**src/rtl/gx4000_dma_pkg.sv**
```systemverilog
// Shared definitions for the GX4000 Plus sound DMA sequencer: FSM states,
// sound-list opcodes, CTRL bit positions and the CPU register map.
package gx4000_dma_pkg;

    typedef enum logic [2:0] {
        ST_IDLE,
        ST_CHK,
        ST_FETCH,
        ST_EXEC,
        ST_AYWR,
        ST_NEXT
    } state_e;

    // Sound-list opcodes, taken from word[15:12]
    localparam logic [3:0] OP_LOAD   = 4'h0;
    localparam logic [3:0] OP_PAUSE  = 4'h1;
    localparam logic [3:0] OP_REPEAT = 4'h2;
    localparam logic [3:0] OP_CTRL   = 4'h4;

    // CTRL word bit positions; all set bits act together
    localparam int CTRL_LOOP = 0;
    localparam int CTRL_INT  = 4;
    localparam int CTRL_STOP = 5;

    // Register page layout: each channel owns a 4-byte stride, DCSR is shared
    localparam int         CH_STRIDE   = 4;
    localparam logic [7:0] OFF_ADDR_LO = 8'h00;
    localparam logic [7:0] OFF_ADDR_HI = 8'h01;
    localparam logic [7:0] OFF_PRESC   = 8'h02;
    localparam logic [7:0] OFF_DCSR    = 8'h0F;

    // DCSR fields: enables in [2:0], write-1-to-clear irq in [6:4]
    localparam int DCSR_EN_LSB  = 0;
    localparam int DCSR_CLR_LSB = 4;

    // Sound-list pointers step by one 16-bit word and wrap at the top of memory
    function automatic logic [15:0] next_addr(input logic [15:0] a);
        return a + 16'd2;
    endfunction

endpackage

```
**src/rtl/gx4000_dma_chan.sv**
```systemverilog
// One sound DMA channel: list pointer, prescaler, pause/loop counters,
// enable and sticky irq. The top-level FSM tells it when to step a pause
// (chk_i) and when to execute the fetched word (exec_i).
module gx4000_dma_chan
    import gx4000_dma_pkg::*;
(
    input  logic        clk_sys,
    input  logic        reset_n,
    input  logic        wr_addr_lo_i,
    input  logic        wr_addr_hi_i,
    input  logic        wr_presc_i,
    input  logic        wr_enable_i,
    input  logic        enable_val_i,
    input  logic        irq_clr_i,
    input  logic [7:0]  cpu_data_i,
    input  logic        chk_i,
    input  logic        exec_i,
    input  logic [15:0] word_i,
    output logic        enable_o,
    output logic        paused_o,
    output logic [15:0] addr_o,
    output logic        irq_o
);

    logic [15:0] addr_q, addr_d;
    logic [7:0]  prescaler_q, prescaler_d;
    logic [7:0]  presc_cnt_q, presc_cnt_d;
    logic [11:0] pause_cnt_q, pause_cnt_d;
    logic [11:0] loop_cnt_q, loop_cnt_d;
    logic [15:0] loop_addr_q, loop_addr_d;
    logic        enable_q, enable_d;
    logic        irq_q, irq_d;

    // Next-state: pause stepping, instruction execution, then CPU writes on top
    always_comb begin
        // NOTE: every variable gets its hold value first so no path leaves it unassigned and no latch is inferred.
        addr_d      = addr_q;
        prescaler_d = prescaler_q;
        presc_cnt_d = presc_cnt_q;
        pause_cnt_d = pause_cnt_q;
        loop_cnt_d  = loop_cnt_q;
        loop_addr_d = loop_addr_q;
        enable_d    = enable_q;
        irq_d       = irq_q;

        // irq clear sits before execution so a same-cycle INT set wins
        if (irq_clr_i) irq_d = 1'b0;

        if (chk_i && enable_q && (pause_cnt_q != 12'd0)) begin
            if (presc_cnt_q == 8'd0) begin
                presc_cnt_d = prescaler_q;
                pause_cnt_d = pause_cnt_q - 12'd1;
            end else begin
                presc_cnt_d = presc_cnt_q - 8'd1;
            end
        end

        if (exec_i) begin
            addr_d = next_addr(addr_q);
            case (word_i[15:12])
                OP_PAUSE: begin
                    pause_cnt_d = word_i[11:0];
                    presc_cnt_d = prescaler_q;
                end
                OP_REPEAT: begin
                    loop_cnt_d  = word_i[11:0];
                    loop_addr_d = next_addr(addr_q);
                end
                OP_CTRL: begin
                    if (word_i[CTRL_LOOP] && (loop_cnt_q != 12'd0)) begin
                        loop_cnt_d = loop_cnt_q - 12'd1;
                        addr_d     = loop_addr_q;
                    end
                    if (word_i[CTRL_INT])  irq_d    = 1'b1;
                    if (word_i[CTRL_STOP]) enable_d = 1'b0;
                end
                default: ;
            endcase
        end

        // CPU writes come last so they override any FSM update of the same byte
        if (wr_addr_lo_i) addr_d[7:0]  = {cpu_data_i[7:1], 1'b0};
        if (wr_addr_hi_i) addr_d[15:8] = cpu_data_i;
        if (wr_presc_i)   prescaler_d  = cpu_data_i;
        if (wr_enable_i)  enable_d     = enable_val_i;
    end

    // Channel register file with synchronous active-low reset
    always_ff @(posedge clk_sys) begin
        // NOTE: the register file is small flops, not a RAM, so it is fully reset to give a known power-up state.
        if (!reset_n) begin
            addr_q      <= '0;
            prescaler_q <= '0;
            presc_cnt_q <= '0;
            pause_cnt_q <= '0;
            loop_cnt_q  <= '0;
            loop_addr_q <= '0;
            enable_q    <= 1'b0;
            irq_q       <= 1'b0;
        end else begin
            // NOTE: non-blocking updates so every flop samples pre-edge values, independent of statement order.
            addr_q      <= addr_d;
            prescaler_q <= prescaler_d;
            presc_cnt_q <= presc_cnt_d;
            pause_cnt_q <= pause_cnt_d;
            loop_cnt_q  <= loop_cnt_d;
            loop_addr_q <= loop_addr_d;
            enable_q    <= enable_d;
            irq_q       <= irq_d;
        end
    end

    assign enable_o = enable_q;
    assign paused_o = (pause_cnt_q != 12'd0);
    assign addr_o   = addr_q;
    assign irq_o    = irq_q;

endmodule

```
**src/rtl/gx4000_dma_sound_sequencer.sv**
```systemverilog
// GX4000 Plus sound DMA sequencer: once per scanline, walks channels 0,1,2,
// fetching one sound-list word per enabled channel over the shared memory
// port and issuing AY register writes over the shared PSG port.
module gx4000_dma_sound_sequencer
    import gx4000_dma_pkg::*;
#(
    parameter int         NUM_CH   = 3,
    parameter logic [7:0] REG_PAGE = 8'h6C
) (
    input  logic        clk_sys,
    input  logic        reset_n,
    input  logic        plus_mode,
    input  logic [15:0] cpu_addr,
    input  logic [7:0]  cpu_data,
    input  logic        cpu_wr,
    input  logic        hsync_tick,
    output logic        mem_rd,
    output logic [15:0] mem_addr,
    input  logic        mem_ack,
    input  logic [15:0] mem_data,
    output logic        ay_wr,
    output logic [3:0]  ay_reg,
    output logic [7:0]  ay_data,
    input  logic        ay_ack,
    output logic [2:0]  irq,
    output logic [7:0]  status
);

    state_e      state_q, state_d;
    logic [1:0]  ch_q, ch_d;
    logic [15:0] word_q, word_d;
    logic        pending_q, pending_d;
    logic        overrun_q, overrun_d;
    logic        mem_rd_q, mem_rd_d;
    logic [15:0] mem_addr_q, mem_addr_d;
    logic        ay_wr_q, ay_wr_d;
    logic [3:0]  ay_reg_q, ay_reg_d;
    logic [7:0]  ay_data_q, ay_data_d;

    logic [NUM_CH-1:0] en_w;
    logic [NUM_CH-1:0] paused_w;
    logic [NUM_CH-1:0] irq_w;
    logic [15:0]       addr_w [NUM_CH];

    logic       page_wr;
    logic [7:0] off;
    logic       dcsr_wr;

    assign page_wr = cpu_wr && (cpu_addr[15:8] == REG_PAGE);
    assign off     = cpu_addr[7:0];
    assign dcsr_wr = page_wr && (off == OFF_DCSR);

    for (genvar i = 0; i < NUM_CH; i++) begin : g_ch
        localparam logic [7:0] BASE = 8'(i * CH_STRIDE);

        gx4000_dma_chan u_chan (
            .clk_sys      (clk_sys),
            .reset_n      (reset_n),
            .wr_addr_lo_i (page_wr && (off == BASE + OFF_ADDR_LO)),
            .wr_addr_hi_i (page_wr && (off == BASE + OFF_ADDR_HI)),
            .wr_presc_i   (page_wr && (off == BASE + OFF_PRESC)),
            .wr_enable_i  (dcsr_wr),
            .enable_val_i (cpu_data[DCSR_EN_LSB + i]),
            .irq_clr_i    (dcsr_wr && cpu_data[DCSR_CLR_LSB + i]),
            .cpu_data_i   (cpu_data),
            .chk_i        ((state_q == ST_CHK) && (ch_q == 2'(i))),
            .exec_i       ((state_q == ST_EXEC) && (ch_q == 2'(i))),
            .word_i       (word_q),
            .enable_o     (en_w[i]),
            .paused_o     (paused_w[i]),
            .addr_o       (addr_w[i]),
            .irq_o        (irq_w[i])
        );
    end

    // Round sequencer: next state, handshake outputs and tick bookkeeping
    always_comb begin
        state_d    = state_q;
        ch_d       = ch_q;
        word_d     = word_q;
        pending_d  = pending_q;
        overrun_d  = overrun_q;
        mem_rd_d   = mem_rd_q;
        mem_addr_d = mem_addr_q;
        ay_wr_d    = ay_wr_q;
        ay_reg_d   = ay_reg_q;
        ay_data_d  = ay_data_q;

        case (state_q)
            ST_IDLE: begin
                if (pending_q) begin
                    pending_d = 1'b0;
                    ch_d      = 2'd0;
                    state_d   = ST_CHK;
                end
            end
            ST_CHK: begin
                // Disabled and pausing channels spend their slot without a fetch
                if (!en_w[ch_q] || paused_w[ch_q]) begin
                    state_d = ST_NEXT;
                end else begin
                    mem_rd_d   = 1'b1;
                    mem_addr_d = addr_w[ch_q];
                    state_d    = ST_FETCH;
                end
            end
            ST_FETCH: begin
                if (mem_ack) begin
                    word_d   = mem_data;
                    mem_rd_d = 1'b0;
                    state_d  = ST_EXEC;
                end
            end
            ST_EXEC: begin
                if (word_q[15:12] == OP_LOAD) begin
                    ay_wr_d   = 1'b1;
                    ay_reg_d  = word_q[11:8];
                    ay_data_d = word_q[7:0];
                    state_d   = ST_AYWR;
                end else begin
                    state_d = ST_NEXT;
                end
            end
            ST_AYWR: begin
                if (ay_ack) begin
                    ay_wr_d = 1'b0;
                    state_d = ST_NEXT;
                end
            end
            ST_NEXT: begin
                if (ch_q == 2'(NUM_CH - 1)) begin
                    state_d = ST_IDLE;
                end else begin
                    ch_d    = ch_q + 2'd1;
                    state_d = ST_CHK;
                end
            end
            default: state_d = ST_IDLE;
        endcase

        // A new tick outranks the IDLE clear; a tick onto a still-pending one is an overrun
        if (hsync_tick && plus_mode) begin
            pending_d = 1'b1;
            if (pending_q) overrun_d = 1'b1;
        end
    end

    // Sequencer state and registered handshake outputs
    always_ff @(posedge clk_sys) begin
        if (!reset_n) begin
            state_q    <= ST_IDLE;
            ch_q       <= '0;
            word_q     <= '0;
            pending_q  <= 1'b0;
            overrun_q  <= 1'b0;
            mem_rd_q   <= 1'b0;
            mem_addr_q <= '0;
            ay_wr_q    <= 1'b0;
            ay_reg_q   <= '0;
            ay_data_q  <= '0;
        end else begin
            state_q    <= state_d;
            ch_q       <= ch_d;
            word_q     <= word_d;
            pending_q  <= pending_d;
            overrun_q  <= overrun_d;
            mem_rd_q   <= mem_rd_d;
            mem_addr_q <= mem_addr_d;
            ay_wr_q    <= ay_wr_d;
            ay_reg_q   <= ay_reg_d;
            ay_data_q  <= ay_data_d;
        end
    end

    assign mem_rd   = mem_rd_q;
    assign mem_addr = mem_addr_q;
    assign ay_wr    = ay_wr_q;
    assign ay_reg   = ay_reg_q;
    assign ay_data  = ay_data_q;
    assign irq      = irq_w;
    assign status   = {overrun_q, (state_q != ST_IDLE), irq_w, en_w};

endmodule

```
**config.mk**
```make
export PLATFORM = sky130hd
export DESIGN_NAME = gx4000_dma_sound_sequencer
export DESIGN_NICKNAME = d
export VERILOG_FILES = /design/src/rtl/gx4000_dma_pkg.sv /design/src/rtl/gx4000_dma_chan.sv /design/src/rtl/gx4000_dma_sound_sequencer.sv
export SDC_FILE = /design/constraint.sdc
export NUM_CORES = 1
export LEC_CHECK = 0
export BUFFER_PORTS_ARGS = -buffer_cell sky130_fd_sc_hd__buf_2
export CORE_MARGIN = 1
export CORE_UTILIZATION = 55
export CTS_BUF_LIST = sky130_fd_sc_hd__clkbuf_8
export DETAILED_ROUTE_END_ITERATION = 6
export PLACE_DENSITY = 0.73
export REMOVE_ABC_BUFFERS = 1
export SYNTH_ARGS = -nofsm -noshare
export SYNTH_HDL_FRONTEND = slang
export SYNTH_SLANG_ARGS = --single-unit
```
**constraint.sdc**
```tcl
create_clock -name clk_sys -period 3.62 [get_ports clk_sys]
set_clock_uncertainty 0.1 [all_clocks]
set_input_delay 0.181 -clock clk_sys [delete_from_list [all_inputs] [get_ports clk_sys]]
set_output_delay 0.181 -clock clk_sys [all_outputs]
set_load 0.1 [all_outputs]
```
==> results.py <==
metrics = {
    "logic_synthesis": {
        "yosysSeqAreaShare_pct": 37.5,
        "synth_top_area_cell": "dfxtp_1",
        "synth_top_flop_cell": "dfxtp_1",
        "synthTopCellsByCount": "dfxtp_1, nor2_1, nand2_1",
        "synth_top_cell_area_share_pct": 37.5,
        "syn-mean-instance-area_sq_um": 7.90,
        "syn_area_sq_um": 14700,
        "synthTopCellsByArea": "dfxtp_1, a21oi_1, o21ai_0",
        "yosys.cell_types.count": 66,
        "synth_edf_count": 0,
        "synth_warnings": 0,
        "synth-seq-cells": 275,
        "synthArstFlopShare_pct": 0,
        "syn-instance-count": 1858,
        "yosysMostFrequentCell": "dfxtp_1",
    },
    "global_routing": {
        "grt_overflow": 0,
        "track_usage_pct": 32.0,
        "grt_pass1_wl_um": 68700,
        "grt_pass1_vias": 12800,
        "grt_max_degree": 75,
        "antenna_found_initial": 0,
    },
    "placed_design": {
        "port_buffers": 87,
        "placed_cell_area_sq_um": 15200,
        "dp_hpwl_um": 29100,
        "place_congestion": 0.892,
    },
    "timing": {
        "grt_setup_unrepaired": "no",
        "drv_slew": 0,
        "period_share_pct": 85.6,
        "worst_pin_slew_ns": 0.939,
        "hold_violations": 0,
        "max_freq_mhz": 323,
        "max_slew_margin_pct": 37.4,
        "fin_crit_ns": 3.10,
        "final-setup-viol-count": 0,
    },
    "cts": {
        "cts_tree": "done",
        "ctsHoldBuffers": 30,
        "numCtsBuffers": 47,
        "clock_path_buffers": 3,
        "cts_setup_buffers": 0,
        "clk_latency_ns": 0.57,
        "clk_pin_slew_ns": 0.06,
        "htreeDepth": 2,
        "cts_root_buffer": "clkbuf_8",
        "cts_resized": 0,
        "cts.sinks": 275,
    },
    "floorplan": {
        "core_area_sq_um": 26100,
        "start_util_pct": 56.2,
        "rows": 59,
        "dieArea_sq_um": 27400,
        "chipHeight_um": 165,
        "ios": 88,
        "die_width_um": 165,
    },
    "worst_hold_path": {
        "whs_path_depth": 3,
        "hold_class": "primary input to flip-flop",
    },
    "drt": {
        "via_count": 14300,
        "drt_pass1_iterations": 7,
        "wl_per_cell_um": 19.6,
        "wl_um": 44400,
        "dr.first_iter.drc_count": 1606,
        "via_per_inst": 6.35,
        "drc_errors": 6,
        "ant_nets": 0,
    },
    "final_layout": {
        "utilization_pct": 62.8,
        "synthToLayoutAreaGrowth_pct": 11.8,
        "design_area_sq_um": 16400,
        "largest_reg_flops": 48,
        "top_register": "g_ch.u_chan.loop_addr_q",
        "nets": 1961,
        "drive_gt1_share_pct": 11.5,
        "antennaDiodeCount": 0,
    },
    "critical_path": {
        "required_ns": 3.97,
        "end_kind": "flip-flop",
        "critPathLaunchType": "flip-flop",
        "worst-setup-path-type": "flip-flop to flip-flop",
        "ff2ff_path_depth": 5,
        "worstPathMaxFanout": 18,
        "critPathArrivalTime_ns": 3.45,
    },
    "pwr": {
        "pwr-share-comb_pct": 6.3,
        "power_frac_seq_pct": 49.1,
        "clkPwrFrac_pct": 44.6,
        "intPower_mw": 4.67,
        "p_leak_nw": 5.75,
        "vdd_ir_drop_max_uv": 256,
        "powerDensity_nw_per_um2": 380,
        "p_switching_mw": 1.58,
        "p_sw_share_pct": 25.3,
    },
    "run_status": {
        "violations": "design-rule violations",
        "outcome": "finished, violations left",
    },
    "job": {
        "timing.max_cap.violations": 0,
    },
}
[metrics by stage]
step                      setup TNS [ns]  worst slack [ns]  instances  power [mW]  hold slack [ns]
after floorplan                  -116.19             -1.94       1690        3.34            0.197
after global placement                 0             0.639       2153        3.48            0.324
after detailed placement               0             0.611       2153        3.49            0.325
after CTS                              0             0.589       2259        6.26           0.0201
after global routing                   0             0.327       2259        6.45           0.0286
final                                  0             0.522       2259        6.25           0.0392
[layer usage]
layer / track usage, % / wire, um / vias up
met2: 51.0 / 20200 / 576
met4: 12.5 / 1560 / 0
met3: 5.00 / 3540 / 118
met1: 43.3 / 19100 / 6757
li1: - / - / 6892
met5: 0 / 0 / -
[kinds of logic (layout without fill, tap and decap cells)]
logic type / after synthesis / count (layout) / share of synthesized area (%)
AOI/OAI and AO/OA: 547 / 547 / 23.1
xor gates and xnor gates: 75 / 75 / 4.47
adders and majority gates: 17 / 17 / 1.45
buffers and inverters: 205 / 271 / 5.55
DFF: 275 / 275 / 37.5
muxes: 68 / 68 / 4.69
and+or+nand+nor: 671 / 671 / 23.2
[critical path, cell delays in order (launching register included)]
cell and delay, ns:
dfxtp_1 0.56, or3b_1 0.72, or4_1 0.89, nor4b_1 0.46
xnor2_1 0.17, a21oi_1 0.09
[power by group through the flow]
stage          registers (mW)  clock network, mW  logic (mW)
6_report                 3.07               2.79       0.393
3_3_place_gp             3.13                  0       0.353
2_1_floorplan            3.15                  0       0.190
4_1_cts                  3.07               2.81       0.384
3_5_place_dp             3.13                  0       0.359
5_1_grt                  3.07               2.96       0.420
[worst paths after layout]
check	slack, ns	to	startpoint
setup / recovery	0.52	g_ch[1].u_chan.pause_cnt_q[7]	state_q[0]
hold / removal	0.04	g_ch[0].u_chan.addr_o[4]	cpu_data[4]
setup reg to reg	0.52	g_ch[1].u_chan.pause_cnt_q[7]	state_q[0]
hold reg to reg	0.36	flip-flop	g_ch[0].u_chan.loop_addr_q[0]
[cell usage in the layout, fill, tap and decap left out, drive strengths merged, types with 55 or more instances in the layout]
master / synthesis / layout
nor3: 72 / 72
buf: 28 / 128
dfxtp: 275 / 275
a21oi: 151 / 151
nor2: 169 / 169
nand3: 68 / 68
clkbuf: 140 / 55
o21ai: 151 / 151
mux2i: 61 / 61
nand2: 160 / 160
xnor2: 56 / 56
[final cells by class]
class                      instances  area, sq um
fill                            2377         9710
sequential                       275         5510
multi-input combinational       1378         8400
tap                              335          419
timing repair buffer             158         1060
clock buffer                      55          757
clock inverter                    21          141
inverter                          37          141
(Power assumes the default switching activity.)
